`src/rtl/icache_tag_lookup_if.sv`:
```
// icache_tag_lookup_if: lookup/fill bus between the cache datapath and the tag-lookup unit
interface icache_tag_lookup_if #(
    parameter int ADDRESS_WIDTH = 32
);
    logic [ADDRESS_WIDTH-1:0] address;
    logic                     access;
    logic                     fill;
    logic                     hit;
    logic [3:0]               hit_vector;
    logic [1:0]               hit_line;
    logic [1:0]               victim_line;
    logic [3:0]               valid_lines;

    modport master (
        output address, access, fill,
        input  hit, hit_vector, hit_line, victim_line, valid_lines
    );

    modport slave (
        input  address, access, fill,
        output hit, hit_vector, hit_line, victim_line, valid_lines
    );
endinterface

```
`src/rtl/icache_tag_lookup.sv`:
```
// icache_tag_lookup: tags, valid bits and LRU state of a 4-line fully associative icache
module icache_tag_lookup #(
    parameter int ADDRESS_WIDTH   = 32,
    parameter int TAG_WIDTH       = 28,
    parameter int CACHE_NUM_LINES = 4
) (
    input logic                clk,
    input logic                reset,
    icache_tag_lookup_if.slave bus
);
    logic [TAG_WIDTH-1:0]       r_tag [CACHE_NUM_LINES];
    logic [1:0]                 r_lru [CACHE_NUM_LINES];
    logic [CACHE_NUM_LINES-1:0] r_valid;
    logic [TAG_WIDTH-1:0]       w_tag;
    logic [CACHE_NUM_LINES-1:0] w_hit_vector;
    logic                       w_hit;
    logic [1:0]                 w_hit_line;
    logic [1:0]                 w_victim;
    logic                       w_install;
    logic                       w_touch;
    logic [1:0]                 w_touch_line;

    assign w_tag = bus.address[ADDRESS_WIDTH-1 -: TAG_WIDTH];

    // One comparator per line; an invalid line never hits
    always_comb begin
        w_hit_vector = '0;
        for (int i = 0; i < CACHE_NUM_LINES; i++)
            w_hit_vector[i] = r_valid[i] && (r_tag[i] == w_tag);
    end

    assign w_hit = |w_hit_vector;

    // Priority encoder (line 0 wins) and search for the line whose LRU counter is 0
    always_comb begin
        w_hit_line = '0;
        w_victim   = '0;
        for (int i = CACHE_NUM_LINES - 1; i >= 0; i--) begin
            if (w_hit_vector[i])
                w_hit_line = 2'(i);
            if (r_lru[i] == 2'd0)
                w_victim = 2'(i);
        end
    end

    // A miss fill installs into the victim; a hitting fill or access only refreshes recency
    assign w_install    = bus.fill && !w_hit;
    assign w_touch      = bus.fill || (bus.access && w_hit);
    assign w_touch_line = w_install ? w_victim : w_hit_line;

    // Valid bits and LRU permutation; reset restores counter[i] = i
    always_ff @(posedge clk or posedge reset) begin
        if (reset) begin
            r_valid <= '0;
            for (int i = 0; i < CACHE_NUM_LINES; i++)
                r_lru[i] <= 2'(i);
        end else if (w_touch) begin
            if (w_install)
                r_valid[w_touch_line] <= 1'b1;
            for (int i = 0; i < CACHE_NUM_LINES; i++)
                r_lru[i] <= (2'(i) == w_touch_line) ? 2'd3 :
                            (r_lru[i] > r_lru[w_touch_line]) ? r_lru[i] - 2'd1 : r_lru[i];
        end
    end

    // Tag storage needs no reset since an invalid line never compares
    always_ff @(posedge clk) begin
        if (!reset && w_install)
            r_tag[w_touch_line] <= w_tag;
    end

    assign bus.hit         = w_hit;
    assign bus.hit_vector  = w_hit_vector;
    assign bus.hit_line    = w_hit_line;
    assign bus.victim_line = w_victim;
    assign bus.valid_lines = r_valid;
endmodule

```
`src/flat_wrapper.sv`:
```
// flat-port wrapper written by rule: the top's interface ports become plain ports
module icache_tag_lookup_flat 
#(
    parameter int ADDRESS_WIDTH   = 32,
    parameter int TAG_WIDTH       = 28,
    parameter int CACHE_NUM_LINES = 4
)
  (clk, reset, bus_address, bus_access, bus_fill, bus_hit, bus_hit_vector, bus_hit_line, bus_victim_line, bus_valid_lines);
  icache_tag_lookup_if #(.ADDRESS_WIDTH(ADDRESS_WIDTH)) bus_i ();
  input logic clk;
  input logic reset;
  input wire logic [$bits(bus_i.address)-1:0] bus_address;
  input wire logic [$bits(bus_i.access)-1:0] bus_access;
  input wire logic [$bits(bus_i.fill)-1:0] bus_fill;
  output wire logic [$bits(bus_i.hit)-1:0] bus_hit;
  output wire logic [$bits(bus_i.hit_vector)-1:0] bus_hit_vector;
  output wire logic [$bits(bus_i.hit_line)-1:0] bus_hit_line;
  output wire logic [$bits(bus_i.victim_line)-1:0] bus_victim_line;
  output wire logic [$bits(bus_i.valid_lines)-1:0] bus_valid_lines;
  assign bus_i.address = bus_address;
  assign bus_i.access = bus_access;
  assign bus_i.fill = bus_fill;
  assign bus_hit = bus_i.hit;
  assign bus_hit_vector = bus_i.hit_vector;
  assign bus_hit_line = bus_i.hit_line;
  assign bus_victim_line = bus_i.victim_line;
  assign bus_valid_lines = bus_i.valid_lines;
  icache_tag_lookup #(.ADDRESS_WIDTH(ADDRESS_WIDTH), .TAG_WIDTH(TAG_WIDTH), .CACHE_NUM_LINES(CACHE_NUM_LINES)) u_core (.clk(clk), .reset(reset), .bus(bus_i));
endmodule
```
`config.mk`:
```
export PLATFORM = sky130hd
export DESIGN_NAME = icache_tag_lookup_flat
export DESIGN_NICKNAME = d
export VERILOG_FILES = /design/src/rtl/icache_tag_lookup_if.sv /design/src/rtl/icache_tag_lookup.sv /design/src/flat_wrapper.sv
export SDC_FILE = /design/constraint.sdc
export NUM_CORES = 1
export LEC_CHECK = 0
export ABC_AREA = 1
export ABC_CLOCK_PERIOD_IN_PS = 4200
export BUFFER_PORTS_ARGS = -buffer_cell sky130_fd_sc_hd__buf_2
export CORE_ASPECT_RATIO = 1.2
export CORE_MARGIN = 2
export CORE_UTILIZATION = 55
export CTS_BUF_LIST = sky130_fd_sc_hd__clkbuf_8
export CTS_CLUSTER_SIZE = 12
export DETAILED_ROUTE_END_ITERATION = 7
export HOLD_SLACK_MARGIN = 0.03
export PLACE_DENSITY = 0.87
export SETUP_SLACK_MARGIN = 0.2
export SLEW_MARGIN = 20
export SYNTH_ARGS = -nofsm -noshare
export SYNTH_HDL_FRONTEND = slang
export SYNTH_SLANG_ARGS = --single-unit
export TNS_END_PERCENT = 10
```
`constraint.sdc`:
```
create_clock -name clk -period 4.2 [get_ports clk]
set_input_delay 0.21 -clock clk [delete_from_list [all_inputs] [get_ports clk]]
set_output_delay 0.21 -clock clk [all_outputs]
set_load 0.01 [all_outputs]
```
==> results_dict.tcl, run 1 <==
set metrics [dict create \
    power.switching_mw 1.293 \
    yosys_register_bits 124 \
    cpMaxStageDelayCell "edfxtp_1" \
    syn_avg_cell_area_um2 7.326 \
    synth_ff_type "edfxtp_1" \
    n_antenna_cell 0 \
    cts_inserted_buffers 17 \
    die_x_um 111.3 \
    crit_family "simple AND/OR/NAND/NOR gates" \
    postSynth.asyncResetShare_pct 9.677 \
    p_seq_share_pct 43.6 \
    cts_sinks 124 \
    r2r_end "u_core.r_lru[5]" \
    synth_area_um2 7597 \
    relSlewSlack_pct 62.55 \
    io_buffers 44 \
    nets 1144 \
    intPower_mw 2.311 \
    dieArea_um2 14770 \
    clockPowerShare_pct 27.2 \
    fin_area_um2 8404 \
    dr_total_vias 6776 \
    grt_overflow_total 0 \
    grt_use_total_pct 29.04 \
    avgViaCountPerCell 5.277 \
    worst_pin_slew_ns 0.5578 \
    final.min_clock_period_ns 3.406 \
    worstPathMaxFanout 7 \
    min_from "bus_address[4]" \
    htreeDepth 4 \
    rows 47 \
    setup_tns_ns 0 \
    cellLeakagePower_nw 4.348 \
    synth.distinct_cells 33 \
    powerDensity_nw_per_um2 428.8 \
    yosysSeqAreaShare_pct 48.29 \
    ioPinCount 49 \
    r2r-start "u_core.r_tag[1][22]" \
    clockBufferDepth 2 \
    synthTopCellsByCount "453 x nand2_1, 162 x inv_1, 117 x nor2_1, 112 x edfxtp_1" \
    hpwlAfterDp_mm 16.15 \
    netlist_instances 1037 \
    regToRegSetupSlack_ns 0.79 \
    grt_pass1_vias 6485 \
    final_core_util_pct 61.60 \
    dieHeight_um 132.7 \
    holdPathEnd "u_core.r_tag[2][0]" \
    drt_iter0_drc 583 \
    drc_errors 0 \
    required_ns 4.55 \
    startpoint_type "flop" \
    rr_worst_depth 25 \
    vdd_drop_max_mv 0.4256 \
    hold_class "primary input to flop" \
    yosysWarnings 0 \
    swShare_pct 35.88 \
    post_drt_wl_per_cell_um 16.17 \
    finalHoldViolCount 0 \
    drtAntennaViolNets 0 \
    drt_wl_total_mm 20.77 \
    hold_depth 1 \
    cpMostUsedCell "nand2_1" \
    fin_skew_ns 0.02015 \
    fmax_mhz 293.6 \
    place_area_um2 8033 \
    yosysTopAreaCellShare_pct 44.27 \
    first_pass_iters 5 \
    crit_arrival_ns 3.75 \
    setup_viol 0 \
    clkLatencyLatePin_ns 0.45 \
    max_stage_delay_ns 0.42 \
    post-route-period-util_pct 81.10 \
    crit_type "flop to flop" \
    antenna_found_initial 0 \
    grt_pass1_wl_mm 32.69 \
    grt_max_degree 25 \
    rsz0062_at_grt "no" \
    clk_pin_slew_worst_paths_ns 0.08 \
    end_kind "flop" \
    syn_nets 1081 \
    cap_violations 0 \
    design.core.area_um2 13640 \
    initial_core_util_pct 55.69 \
    gp_congestion 1.005 \
    crit_buf_inv 4 \
    areaGrowthSynthToFinish_pct 10.62 \
    total_power_mw 3.604 \
    cts_tree "done" \
    post-synth-top-area-cell "edfxtp_1" \
    synth_edf_count 112 \
    status "finished, final reports clean" \
    synth_area_leaders "edfxtp_1 44%, nand2_1 22%, inv_1 8.0%" \
    drive_gt1_share_pct 13.93 \
    p_comb_share_pct 29.2 \
    yosysMostFrequentCell "nand2_1" \
    slew_viol_final 0 \
    cts-root-buf "clkbuf_8" \
]
[cells by family (layout without fill, tap and decap cells)]
kind of cell | after synthesis | in the layout | synth area share, %
AOI/OAI and AO/OA | 29 | 29 | 2.075
xor gates and xnor gates | 22 | 22 | 2.536
adders and majority gates | 8 | 8 | 1.318
buffers and inverters | 199 | 275 | 10.28
DFF | 124 | 124 | 48.29
and+or+nand+nor | 655 | 655 | 35.51
[metal layers]
metal | share of wire (%) | up-vias | global-route usage (%)
met1 | 37 | 2996 | 35.36
met2 | 48 | 415 | 47.87
met3 | 9.0 | 91 | 5.543
met5 | 0 | - | 0
met4 | 5.8 | 0 | 17.83
li1 | - | 3274 | -
[cells in the final DEF, fill, tap and decap left out, types with 2 or more instances in the layout]
cell / Yosys / routed
o21ai_0: 11 / 11
dfstp_2: 4 / 4
o22ai_1: 2 / 2
nor2_4: 5 / 5
o21ai_1: 8 / 8
and2_1: 2 / 2
edfxtp_1: 112 / 112
clkbuf_8: 0 / 17
nor3_1: 7 / 6
nand3_1: 29 / 29
nand3_2: 2 / 2
buf_2: 0 / 44
nand4_1: 8 / 8
nor2_2: 5 / 8
nor2_1: 117 / 114
inv_1: 162 / 163
buf_4: 7 / 7
nand2_1: 453 / 453
xor2_1: 3 / 3
nand2_4: 2 / 2
inv_2: 29 / 29
xnor2_1: 19 / 19
nor2b_1: 2 / 2
nand2_2: 19 / 19
ha_1: 8 / 8
clkinvlp_4: 0 / 6
clkinv_4: 0 / 3
a21oi_1: 5 / 5
dfrtp_1: 8 / 8
clkinv_2: 0 / 2
[worst max path at each step]
stage,start,slack (ns),end,depth (start not counted)
floorplan,u_core.r_tag[3][27],0.23,u_core.r_tag[0][0],13
global placement,bus_address[7],1.01,u_core.r_lru[6],25
detailed placement,bus_address[7],0.87,u_core.r_lru[5],25
CTS,u_core.r_tag[2][21],0.86,u_core.r_lru[5],25
global route,u_core.r_tag[1][22],0.44,u_core.r_lru[7],25
finish,u_core.r_tag[1][22],0.79,u_core.r_lru[5],25
[layout make-up]
class                   count  area [µm²]
fillers                  1202        5239
flip-flops and latches    124        3669
multi-input cells         714        3161
inverters                 191       716.9
repair buffers             52       282.8
clock buffers              17       234.0
well taps                 171       214.0
clock inverters            15       127.6
[flip-flops by register name, indices dropped and copies added (netlist names)]
| signal | flops |
|---|---|
| u_core.r_tag | 112 |
| u_core.bus.valid_lines | 4 |
| u_core.r_lru | 8 |
[metrics by stage]
step                hold WS (ns)  instances  setup slack (ns)
detailed placement        0.3097       1251            0.8711
floorplan                0.07184       1037            0.2313
global route             0.06832       1284            0.4409
finish                   0.06923       1284            0.7940
global placement          0.3075       1251             1.009
CTS                      0.04567       1284            0.8641
[repair_timing]
item / CTS / global route
gates resized for setup: 0 / 0
hold buffers: 1 / 0
endpoints found under the hold margin: 8 / 0
setup buffers: 0 / 0
[power by group through the flow]
stage | sequential, mW | clock (mW) | combinational [mW]
4_1_cts | 1.57 | 0.986 | 1.05
3_3_place_gp | 1.59 | 0 | 0.992
5_1_grt | 1.58 | 1.03 | 1.19
6_report | 1.57 | 0.982 | 1.05
2_1_floorplan | 1.57 | 0 | 0.770
3_5_place_dp | 1.59 | 0 | 1.04
Note: power is estimated with default switching activity, not from simulation.
==> run 2, diff against run 1 <==
ABC_AREA = 0   (was 1)
ABC_CLOCK_PERIOD_IN_PS = 3300   (was 4200)
PLACE_DENSITY = 0.85   (was 0.87)
clock period = 3.3 ns   (was 4.2 ns; I/O delays follow)
==> run 2 against run 1 <==
- the run now ends with setup timing left
- register-to-register slack lost 1.1 ns
- hold slack got worse by 0.015 ns
- die area shrank 24%
- total power rose by 49%
- clock skew shrank 0.011 ns
- count of clock-buffer cells in the layout is the same
- combinational power is 94% higher
- cell count shrank 46%
- first-iteration DRC count is 31% lower
- non-clock buffer count increased by 94
- critical path depth decreased by 10
- critical endpoint is now u_core.r_lru[6]
- largest power group unchanged
==> results_dict.tcl, run 2 <==
set metrics [dict create \
    drt_iter0_drc 402 \
    dr_total_vias 4103 \
    grt_pass1_vias 4282 \
    syn_avg_cell_area_um2 14.42 \
    io_buffers 44 \
    required_ns 3.65 \
    relSlewSlack_pct 44.21 \
    startpoint_type "flop" \
    synth_area_um2 5694 \
    crit_arrival_ns 3.93 \
    antenna_found_initial 0 \
    setup_tns_ns -3.556 \
    n_antenna_cell 0 \
    cts_sinks 124 \
    crit_path_cell_trace "xnor2_2 > nand4_1 > or4_4 > or2_4 > inv_4 > nor4_4 > a21oi_2 > buf_4 > a211oi_4 > a21oi_4 > ha_1 > nor2_2 > nor3_1 > or3_1 > a32oi_1" \
    setup_ws_ns -0.2769 \
    grt_max_degree 29 \
    dp_slack_ns -0.4144 \
    drtAntennaViolNets 0 \
    top_register "u_core.r_tag" \
    final_core_util_pct 75.65 \
    die_x_um 96.89 \
    first_pass_iters 5 \
    synth_area_leaders "edfxtp_1 59%, xnor2_1 10%, xor2_1 6.6%" \
    gp_congestion 0.8585 \
    initial_core_util_pct 56.60 \
    vdd_drop_max_mv 0.4815 \
    status "finished, violations left" \
    post-synth-top-area-cell "edfxtp_1" \
    hold_class "primary input to flop" \
    powerDensity_nw_per_um2 703.8 \
    largest_reg_flops 112 \
    netlist_instances 395 \
    synthTopCellsByCount "112 x edfxtp_1, 68 x xnor2_1, 43 x xor2_1, 20 x nand4_1, 16 x nor2_1" \
    worstPathMaxFanout 4 \
    final_common_cell "edfxtp_1" \
    final_cell_mix "112 x edfxtp_1, 78 x buf_4, 65 x xnor2_1" \
    fin_skew_ns 0.009226 \
    htreeDepth 4 \
    hold_ws_ns 0.05398 \
    slew_viol_final 0 \
    end_kind "flop" \
    ioPinCount 49 \
    drive_gt1_share_pct 37.92 \
    synth_edf_count 112 \
    dieHeight_um 115.5 \
    rsz0062_at_grt "yes" \
    yosysTopAreaCellShare_pct 59.06 \
    hpwlAfterDp_mm 9.459 \
    yosysSeqAreaShare_pct 64.43 \
    avgViaCountPerCell 5.921 \
    drc_errors 0 \
    grt_use_total_pct 26.74 \
    cts_inserted_buffers 17 \
    post-route-period-util_pct 108.4 \
    final.min_clock_period_ns 3.577 \
    clkLatencyLatePin_ns 0.43 \
    cts_tree "done" \
    cpMaxStageDelayCell "or4_4" \
    postSynth.asyncResetShare_pct 9.677 \
    yosys_register_bits 124 \
    cellLeakagePower_nw 2.854 \
    worst_pin_slew_ns 0.8369 \
    finalHoldViolCount 0 \
    synth.distinct_cells 42 \
    grt_overflow_total 0 \
    nets 600 \
    dieArea_um2 11190 \
    rows 40 \
    post_drt_wl_per_cell_um 22.20 \
    synth_ff_type "edfxtp_1" \
    violations "setup timing" \
    max_stage_delay_ns 0.54 \
    grt_pass1_wl_mm 22.28 \
    areaGrowthSynthToFinish_pct 33.64 \
    cap_violations 0 \
    fillers 565 \
    drt_wl_total_mm 15.38 \
    setup_viol 44 \
    fmax_mhz 279.6 \
    cts-root-buf "clkbuf_8" \
    yosysWarnings 0 \
    design.core.area_um2 10060 \
    syn_nets 439 \
    yosysMostFrequentCell "edfxtp_1" \
    clockBufferDepth 2 \
    clk_pin_slew_worst_paths_ns 0.07 \
    crit_type "flop to flop" \
]
run 2: cell types whose count changed in the layout (fill, tap and decap cells not counted), moves of 8 or more:
cell / previous run / this run
buf_4: 7 / 78
dlygate4sd3_1: 1 / 12
inv_1: 163 / 17
inv_2: 29 / 0
nand2_1: 453 / 8
nand2_2: 19 / 2
nand3_1: 29 / 3
nand4_1: 8 / 20
nor2_1: 114 / 6
nor4_1: 0 / 9
o21ai_0: 11 / 3
xnor2_1: 19 / 65
xor2_1: 3 / 43
run 2: power breakdown:
part / total, mW / switching, mW / internal [mW] / leakage [nW]
clock: 1.28 / 0.564 / 0.718 / 0.200
combinational: 2.04 / 1.08 / 0.953 / 1.52
sequential: 2.04 / 0.122 / 1.91 / 1.14
total: 5.36 / 1.77 / 3.59 / 2.85
run 2: layout make-up:
| cell class | count | area, µm² | area share, % |
|---|---|---|---|
| well taps | 126 | 157.7 | 2.072 |
| flip-flops and latches | 124 | 3669 | 48.21 |
| clock inverters | 13 | 136.4 | 1.792 |
| multi-input cells | 252 | 2213 | 29.09 |
| inverters | 15 | 58.81 | 0.7728 |
| clock buffers | 17 | 234.0 | 3.075 |
| repair buffers | 146 | 1141 | 15.00 |
run 2: final timing paths:
check | start | endpoint | slack (ns) | depth (start not counted)
worst min register to register | u_core.bus.valid_lines[3] | u_core.bus.valid_lines[3] | 0.53 | 1
worst max register to register | u_core.r_tag[2][7] | u_core.r_lru[6] | -0.28 | 15
max in group asynchronous | reset | u_core.bus.valid_lines[1] | 2.59 | 3
worst max-delay path | u_core.r_tag[2][7] | u_core.r_lru[6] | -0.28 | 15
worst min-delay path | bus_address[12] | u_core.r_tag[1][8] | 0.05 | 1
min in group asynchronous | reset | u_core.r_lru[2] | 0.34 | 3
run 2: worst max-delay path, delay by kind of cell, from the launching register on:
kind	cells	cell delay (ns)
xor gates and xnor gates	1	0.23
and+or+nand+nor	7	1.60
AOI/OAI and AO/OA	4	0.70
DFF	1	0.44
buffers and inverters	2	0.26
adders and majority gates	1	0.27
run 2: metal layers:
| metal | part of all wire (%) | GRT usage (%) |
|---|---|---|
| met1 | 35 | 29.91 |
| met2 | 54 | 49.03 |
| met3 | 7.4 | 6.273 |
| met4 | 4.0 | 12.02 |
| met5 | 0 | 0 |
run 2: through the flow:
step	total power, mW	instances	cell area, µm²
floorplan	2.836	395	5709
global placement	3.315	634	6680
detailed placement	3.411	634	6680
CTS	4.911	686	7340
global route	5.562	693	7610
finish	5.356	693	7610
run 2: logic make-up after synthesis:
kind of cell | Yosys count | synth area share, %
adders and majority gates | 8 | 1.758
and+or+nand+nor | 86 | 8.746
xor gates and xnor gates | 112 | 17.36
AOI/OAI and AO/OA | 46 | 6.197
buffers and inverters | 19 | 1.516
DFF | 124 | 64.43
run 2: what timing repair did:
action,CTS,global route
gates resized for setup,21,35
endpoints found under the hold margin,24,0
pin swaps,29,12
setup buffers,10,5
hold buffers,12,0
cloned,0,2
setup endpoints to repair,64,105
